## config.mk

```make
export PLATFORM = sky130hd
export DESIGN_NAME = nibble_serial_adder_ctrl
export DESIGN_NICKNAME = d
export VERILOG_FILES = /design/src/rtl/nibble_serial_adder_ctrl_pkg.sv /design/src/rtl/nibble_serial_adder_ctrl_full_adder.sv /design/src/rtl/nibble_serial_adder_ctrl.sv
export SDC_FILE = /design/constraint.sdc
export NUM_CORES = 1
export LEC_CHECK = 0
export BUFFER_PORTS_ARGS = -buffer_cell sky130_fd_sc_hd__clkbuf_2
export CORE_ASPECT_RATIO = 0.8
export CORE_UTILIZATION = 53
export DETAILED_ROUTE_END_ITERATION = 10
export PLACE_DENSITY = 0.78
export SLEW_MARGIN = 30
export SYNTH_ARGS = -nofsm -noshare
export SYNTH_HDL_FRONTEND = slang
export SYNTH_SLANG_ARGS = --single-unit
```

## constraint.sdc

```tcl
create_clock -name clk -period 4.1 [get_ports clk]
set_clock_uncertainty 0.15 [all_clocks]
set_input_delay 0.82 -clock clk [delete_from_list [all_inputs] [get_ports clk]]
set_output_delay 0.82 -clock clk [all_outputs]
set_load 0.05 [all_outputs]
```

## src/rtl/nibble_serial_adder_ctrl_pkg.sv

```systemverilog
// nibble_serial_adder_ctrl_pkg: shared constants, state encoding and index-width helper
package nibble_serial_adder_ctrl_pkg;
    localparam int NIBBLE_W = 4;

    typedef enum logic [1:0] {
        IDLE = 2'd0,
        RUN  = 2'd1,
        DONE = 2'd2
    } state_t;

    function automatic int idx_width(input int n);
        int r;
        r = 0;
        while ((1 << r) < n) r++;
        return (r < 1) ? 1 : r;
    endfunction
endpackage

```

## src/rtl/nibble_serial_adder_ctrl_full_adder.sv

```systemverilog
// full_adder: 4-bit ripple adder shared by the serial sequencer
module full_adder
    import nibble_serial_adder_ctrl_pkg::*;
(
    input  logic [NIBBLE_W-1:0] a,
    input  logic [NIBBLE_W-1:0] b,
    input  logic                cin,
    output logic [NIBBLE_W-1:0] sum,
    output logic                co
);
    assign {co, sum} = {1'b0, a} + {1'b0, b} + {{NIBBLE_W{1'b0}}, cin};
endmodule

```

## src/rtl/nibble_serial_adder_ctrl.sv

```systemverilog
// nibble_serial_adder_ctrl: wide add/subtract sequenced one nibble per clock,
// LSB first, through a single shared 4-bit full_adder.
module nibble_serial_adder_ctrl
    import nibble_serial_adder_ctrl_pkg::*;
#(
    parameter int NIBBLES = 4
) (
    input  logic                        clk,
    input  logic                        rst,
    input  logic                        start,
    input  logic                        sub,
    input  logic [NIBBLE_W*NIBBLES-1:0] a,
    input  logic [NIBBLE_W*NIBBLES-1:0] b,
    output logic                        busy,
    output logic                        done,
    output logic [NIBBLE_W*NIBBLES-1:0] result,
    output logic                        cout,
    output logic                        overflow
);
    localparam int W  = NIBBLE_W * NIBBLES;
    localparam int IW = idx_width(NIBBLES);

    state_t          state_q, state_d;
    logic [IW-1:0]   idx_q, idx_d;
    logic            carry_q, carry_d;
    logic [W-1:0]    opa_q, opa_d, opb_q, opb_d, result_q, result_d;
    logic            cout_q, cout_d, ovf_q, ovf_d;
    logic [NIBBLE_W-1:0] fa_a, fa_b, fa_sum;
    logic            fa_co, last;

    assign fa_a = opa_q[NIBBLE_W*idx_q +: NIBBLE_W];
    assign fa_b = opb_q[NIBBLE_W*idx_q +: NIBBLE_W];
    assign last = idx_q == IW'(NIBBLES - 1);

    full_adder u_fa (
        .a   (fa_a),
        .b   (fa_b),
        .cin (carry_q),
        .sum (fa_sum),
        .co  (fa_co)
    );

    always_comb begin
        state_d  = state_q;
        idx_d    = idx_q;
        carry_d  = carry_q;
        opa_d    = opa_q;
        opb_d    = opb_q;
        result_d = result_q;
        cout_d   = cout_q;
        ovf_d    = ovf_q;
        case (state_q)
            IDLE, DONE: begin
                state_d = start ? RUN : IDLE;
                if (start) begin
                    opa_d   = a;
                    opb_d   = sub ? ~b : b;
                    carry_d = sub;
                    idx_d   = '0;
                end
            end
            RUN: begin
                result_d[NIBBLE_W*idx_q +: NIBBLE_W] = fa_sum;
                carry_d = fa_co;
                idx_d   = idx_q + IW'(1);
                if (last) begin
                    state_d = DONE;
                    cout_d  = fa_co;
                    // sign of the final nibble's sum is the sign of the full result
                    ovf_d   = (opa_q[W-1] == opb_q[W-1]) && (fa_sum[NIBBLE_W-1] != opa_q[W-1]);
                end
            end
            default: state_d = IDLE;
        endcase
    end

    always_ff @(posedge clk) begin
        if (rst) begin
            state_q  <= IDLE;
            idx_q    <= '0;
            carry_q  <= 1'b0;
            opa_q    <= '0;
            opb_q    <= '0;
            result_q <= '0;
            cout_q   <= 1'b0;
            ovf_q    <= 1'b0;
        end else begin
            state_q  <= state_d;
            idx_q    <= idx_d;
            carry_q  <= carry_d;
            opa_q    <= opa_d;
            opb_q    <= opb_d;
            result_q <= result_d;
            cout_q   <= cout_d;
            ovf_q    <= ovf_d;
        end
    end

    assign busy     = state_q == RUN;
    assign done     = state_q == DONE;
    assign result   = result_q;
    assign cout     = cout_q;
    assign overflow = ovf_q;
endmodule

```

==> After elaboration in Yosys (flattened, before gate mapping) <==
Cells that the tools add are included.
{ "totals": {"mem_bits_ro": 0, "memories": 0, "elab_cells": 40, "latch_bits": 0, "input_bits": 36, "mem_bits_rw": 0, "reg_bits": 55} }
{ "op_classes": {"add_sub_neg": 4, "reduce_logical": 7, "n_shift": 4, "order_cmp": 0, "eq_ne": 7, "div": 0, "bitwise": 1, "muxes": 9, "mul": 0} }
{ "ops": {"columns": ["operator", "n"], "rows": [
  ["4-bit negation with 34-bit output", 1],
  ["4-bit by 34-bit variable shift with 16-bit output (first input constant)", 1],
  ["4-bit by 34-bit indexed part select with 16-bit output", 1],
  ["16-bit by 5-bit indexed part select with 4-bit output", 2],
  ["16-bit bitwise mux", 1],
  ["16-bit two-way mux", 1],
  ["16-bit inverter", 1],
  ["2-bit case mux with 2 select lines", 2],
  ["2-bit AND reduction", 3],
  ["4-bit by 4-bit adder with 5-bit output", 1],
  ["5-bit by 1-bit adder with 5-bit output", 1],
  ["2-bit equality test (second input constant)", 2],
  ["2-bit two-way mux", 2],
  ["2-bit by 1-bit adder with 2-bit output (second input constant)", 1],
  ["2-bit by 1-bit equality test with 1-bit output (second input constant)", 1],
  ["2-bit zero test", 1],
  ["1-bit two-way mux", 2],
  ["2-bit by 1-bit inequality test with 1-bit output (second input constant)", 1],
  ["2-bit inequality test (second input constant)", 1],
  ["1-bit case mux with 2 select lines", 1],
  ["2-bit nonzero test", 1],
  ["2-bit OR reduction", 1],
  ["1-bit equality test", 1],
  ["1-bit logical AND", 1],
  ["1-bit inequality test", 1]
]} }

==> Depth between registers and ports, before layout <==
{ "logic_depth": {"word_depth": 5, "depth_mapped": 8} }

==> Modules after synthesis <==
Synthesis repeated with hierarchy kept, for this count alone.
{ "hier_totals": {"cells_unflattened": 288, "hier_area_um2": 2611.3} }
{ "by_module_without_submodules": {"columns": ["mod", "n_inst", "cells_each", "seq_area_each_um2", "area_each_um2"], "rows": [
  ["nibble_serial_adder_ctrl", 1, 272, 1101.1, 2467.4],
  ["full_adder", 1, 16, 0.0, 143.9]
]} }

==> Worst setup path before layout <==
OpenSTA, ideal clock, no wires.
{ "synth_timing": {"kind": "reg-to-reg", "from": "register idx_q[0]", "to": "register cout_q, in the netlist cout", "required_ps": 3822, "stages_incl_launch_ff": 9, "path_slack_ps": 1175, "arrival_time_ps": 2647, "setup_ps": 128, "n_path_buf": 1, "cell_sequence": "dfxtp_1 -> buf_2 -> mux4_2 -> fa_1 -> fa_1 -> a21o_2 -> a21o_1 -> mux2i_1 -> nor2_1"} }
{ "synth_between": {"elab_chain_cells": 3} }
{ "synth_lines": {"columns": ["item", "line_no", "source"], "rows": [
  ["from (decl)", "nibble_serial_adder_ctrl.sv:24", "logic [IW-1:0] idx_q, idx_d;"],
  ["from (signal assigned)", "nibble_serial_adder_ctrl.sv:89", "idx_q <= idx_d;"],
  ["16-bit by 5-bit indexed part select with 4-bit output (on tied branches)", "nibble_serial_adder_ctrl.sv:31, nibble_serial_adder_ctrl.sv:32", null],
  ["4-bit by 4-bit adder with 5-bit output", "nibble_serial_adder_ctrl_full_adder.sv:11", "assign {co, sum} = {1'b0, a} + {1'b0, b} + {{NIBBLE_W{1'b0}}, cin};"],
  ["5-bit by 1-bit adder with 5-bit output", "nibble_serial_adder_ctrl_full_adder.sv:11", null],
  ["to (signal assigned)", "nibble_serial_adder_ctrl.sv:94", "cout_q <= cout_d;"],
  ["to (decl)", "nibble_serial_adder_ctrl.sv:27", "logic cout_q, cout_d, ovf_q, ovf_d;"]
]} }
Several ways; a longest one is shown, not always the timed one.
A chain may end at the register's enable or synchronous reset.

==> Worst setup path after layout <==
Ends and elaborated chain as after synthesis.

==> results.yml <==
drt:
  wl_per_cell_um: 14.3
  vias: 2057
  drt_pass1_iterations: 4
  antenna_left: 0
  drc: 0
  viasPerCell: 5.51
  wl_um: 5340
  drt-initial-drc-count: 160
logic_synthesis:
  synth.distinct_cells: 34
  yosysSeqAreaShare: 0.438
  synth_seq_cells: 55
  yosysWarningCount: 0
  synth-edff-count: 0
  netlist_instances: 266
  synthesis.area_um2: 2510
  synthTopCellsByArea: "dfxtp_1, mux4_2, nand2_1, xnor2_1, nor2_1"
  netlist.area_leader.share: 0.438
  synth_top_flop_cell: "dfxtp_1"
  async_reset_ff_frac: 0
  synth_top_cell_by_area: "dfxtp_1"
  syn_avg_cell_area_um2: 9.45
  synth_nets: 313
pwr:
  pwr-share-comb: 0.162
  p_int_uw: 889
  seqPwrFrac: 0.490
  vdd_drop_max_mv: 0.212
  pwr-share-clk: 0.348
  p_sw_uw: 309
  total_power_uw: 1200
  sw_frac_of_total: 0.258
  power_per_cell_area_nw_per_um2: 408
  leakagePower_uw: 0.00123
floorplanning:
  ios: 56
  initial_utilization: 0.550
  num_rows: 22
  core_um2: 4570
  die_x_um: 79.0
  die-area_um2: 5020
  die_h_um: 63.6
clocking:
  clock-sinks: 55
  clock_path_buffers: 2
  clk_pin_slew_ns: 0.10
  cts_tree: "built"
  cts_resized: 0
  clk_latency_ns: 0.31
  root_buffer: "clkbuf_8"
  cts_setup_buffers: 0
  h-tree-depth: 2
  cts_buffers: 5
  cts_hold_buffers: 0
final_layout:
  multiInputGateArea_um2: 1320
  area_growth_pct: 16.7
  final_util: 0.642
  antenna_cells: 0
  drive_gt1_frac: 0.252
  nFillCells: 400
  seqCellArea_um2: 1100
  fin_area_um2: 2930
  finalNetCount: 359
sta:
  finalCriticalPeriod_ns: 3.04
  fmax_mhz: 329
  setup_viol: 0
  max_slew_margin: 0.542
  fin_setup_tns_ns: 0
  rsz0062_at_grt: "false"
  tightest_slew_ns: 0.686
  hold_viol: 0
  fin_crit_sh: 0.742
  drv_slew: 0
grt:
  grt_max_degree: 56
  gr-total-overflow: 0
  grt_pass1_vias: 1853
  globalRouteTotalUtil: 0.232
  grt_pass1_wl_um: 8880
  antenna_found_initial: 0
place:
  gp_congestion: 0.899
  dpl.hpwl_um: 3790
  placed_area_um2: 2800
  portBuffers: 55
worst_hold_path:
  min_path_cells: 2
  hold_path_class: "flip-flop to flip-flop"
critical_path:
  worstRegToRegCells: 7
  end_kind: "flip-flop"
  worst_ep_arrival_time_ns: 3.07
  worstPathMaxFanout: 9
  start_kind: "flip-flop"
  worstPathRequired_ns: 4.13
  path_class: "flip-flop to flip-flop"
run:
  cap_violations: 0
outcome:
  status: "complete, no violations"
-- cell usage in the layout (no fill, tap or decap) --
| cell | n |
|---|---|
| a211oi_1 | 16 |
| nand2b_1 | 2 |
| clkbuf_4 | 1 |
| and4bb_1 | 1 |
| mux2i_1 | 1 |
| nor2_1 | 37 |
| clkbuf_2 | 54 |
| bufinv_16 | 2 |
| clkbuf_8 | 5 |
| or2_1 | 1 |
| a211o_1 | 1 |
| dfxtp_1 | 55 |
| and3b_1 | 1 |
| nand3_1 | 2 |
| inv_2 | 1 |
| nor2b_1 | 3 |
| a32oi_1 | 4 |
| a311oi_2 | 1 |
| nor4_2 | 2 |
| buf_4 | 2 |
| fa_1 | 2 |
| nor2b_4 | 1 |
| xnor2_1 | 16 |
| xor2_1 | 1 |
| clkbuf_1 | 1 |
| a22oi_1 | 14 |
| a21o_1 | 3 |
| a21oi_1 | 18 |
| and2_2 | 1 |
| o21ai_0 | 1 |
| nand2_1 | 42 |
| mux4_2 | 8 |
| ha_1 | 9 |
| and3_1 | 1 |
| inv_1 | 2 |
| a21o_2 | 1 |
-- kinds of logic (layout without fill, tap and decap cells) --
group | count (synthesis) | in the layout | synth area share
AND/OR/NAND/NOR | 94 | 94 | 0.163
AO/OA/AOI/OAI | 59 | 59 | 0.163
flip-flops | 55 | 55 | 0.438
buffers and inverters | 21 | 68 | 0.0393
XOR/XNOR | 17 | 17 | 0.0593
adder cells (fa/ha/maj) | 11 | 11 | 0.0608
multiplexers | 9 | 9 | 0.0757
-- power groups by stage --
stage	Combinational, µW	Clock (µW)	Sequential, µW
finish	194	416	586
global route	215	449	590
CTS	194	422	586
detailed placement	192	0	598
global placement	188	0	598
floorplan	139	0	596
-- cell usage after synthesis (2+ instances only) --
cell type and instances:
dfxtp_1 55, nand2_1 42, nor2_1 37, a21oi_1 18, a211oi_1 16, xnor2_1 16
a22oi_1 14, ha_1 9, mux4_2 8, buf_2 7, clkbuf_1 7, a32oi_1 4
nor2b_1 4, a21o_1 3, buf_1 2, fa_1 2, inv_1 2, nand2b_1 2
nand3_1 2, nor4_2 2
-- path summary, 6_finish.rpt --
path | start | endpoint | slack [ns]
worst min-delay path | opa_q[5] | opa_q[5] | 0.31
worst max register to register | idx_q[0] | cout | 1.06
worst min register to register | opa_q[5] | opa_q[5] | 0.31
worst max-delay path | idx_q[0] | cout | 1.06
-- sequential cells by signal, summed over array words and instances, names as in the netlist --
register,cells
opa_q,16
opb_q,16
result,16
idx_q,2
state_q,2
carry_q,1
cout,1
overflow,1
-- critical path: stages (launching register included) --
cell and delay [ns]:
dfxtp_1 0.68, mux4_2 0.59, fa_1 0.44, fa_1 0.43, a21o_2 0.23, a21o_1 0.18, mux2i_1 0.14, nor2_1 0.06
-- metrics by stage --
step	hold WS [ns]	cells	worst slack (ns)
5_1_grt	0.328	373	0.882
3_3_place_gp	0.293	365	1.11
6_report	0.308	373	1.06
2_1_floorplan	0.283	266	1.18
4_1_cts	0.311	373	1.03
3_5_place_dp	0.298	365	1.08
-- cell type report --
cell class                      instances  share of cell area
Multi-Input combinational cell        190               0.450
Clock inverter                          2              0.0205
Inverter                                3             0.00384
Tap cell                               60              0.0256
Sequential cell                        55               0.375
Clock buffer                            6              0.0247
Timing Repair Buffer                   57              0.0998
-- per-layer routing --
metal	global-route usage	wire length [µm]
met5	0	0
met1	0.335	2570
met4	0.0955	91
met2	0.332	2390
met3	0.0493	285
(Power assumes the default switching activity.)
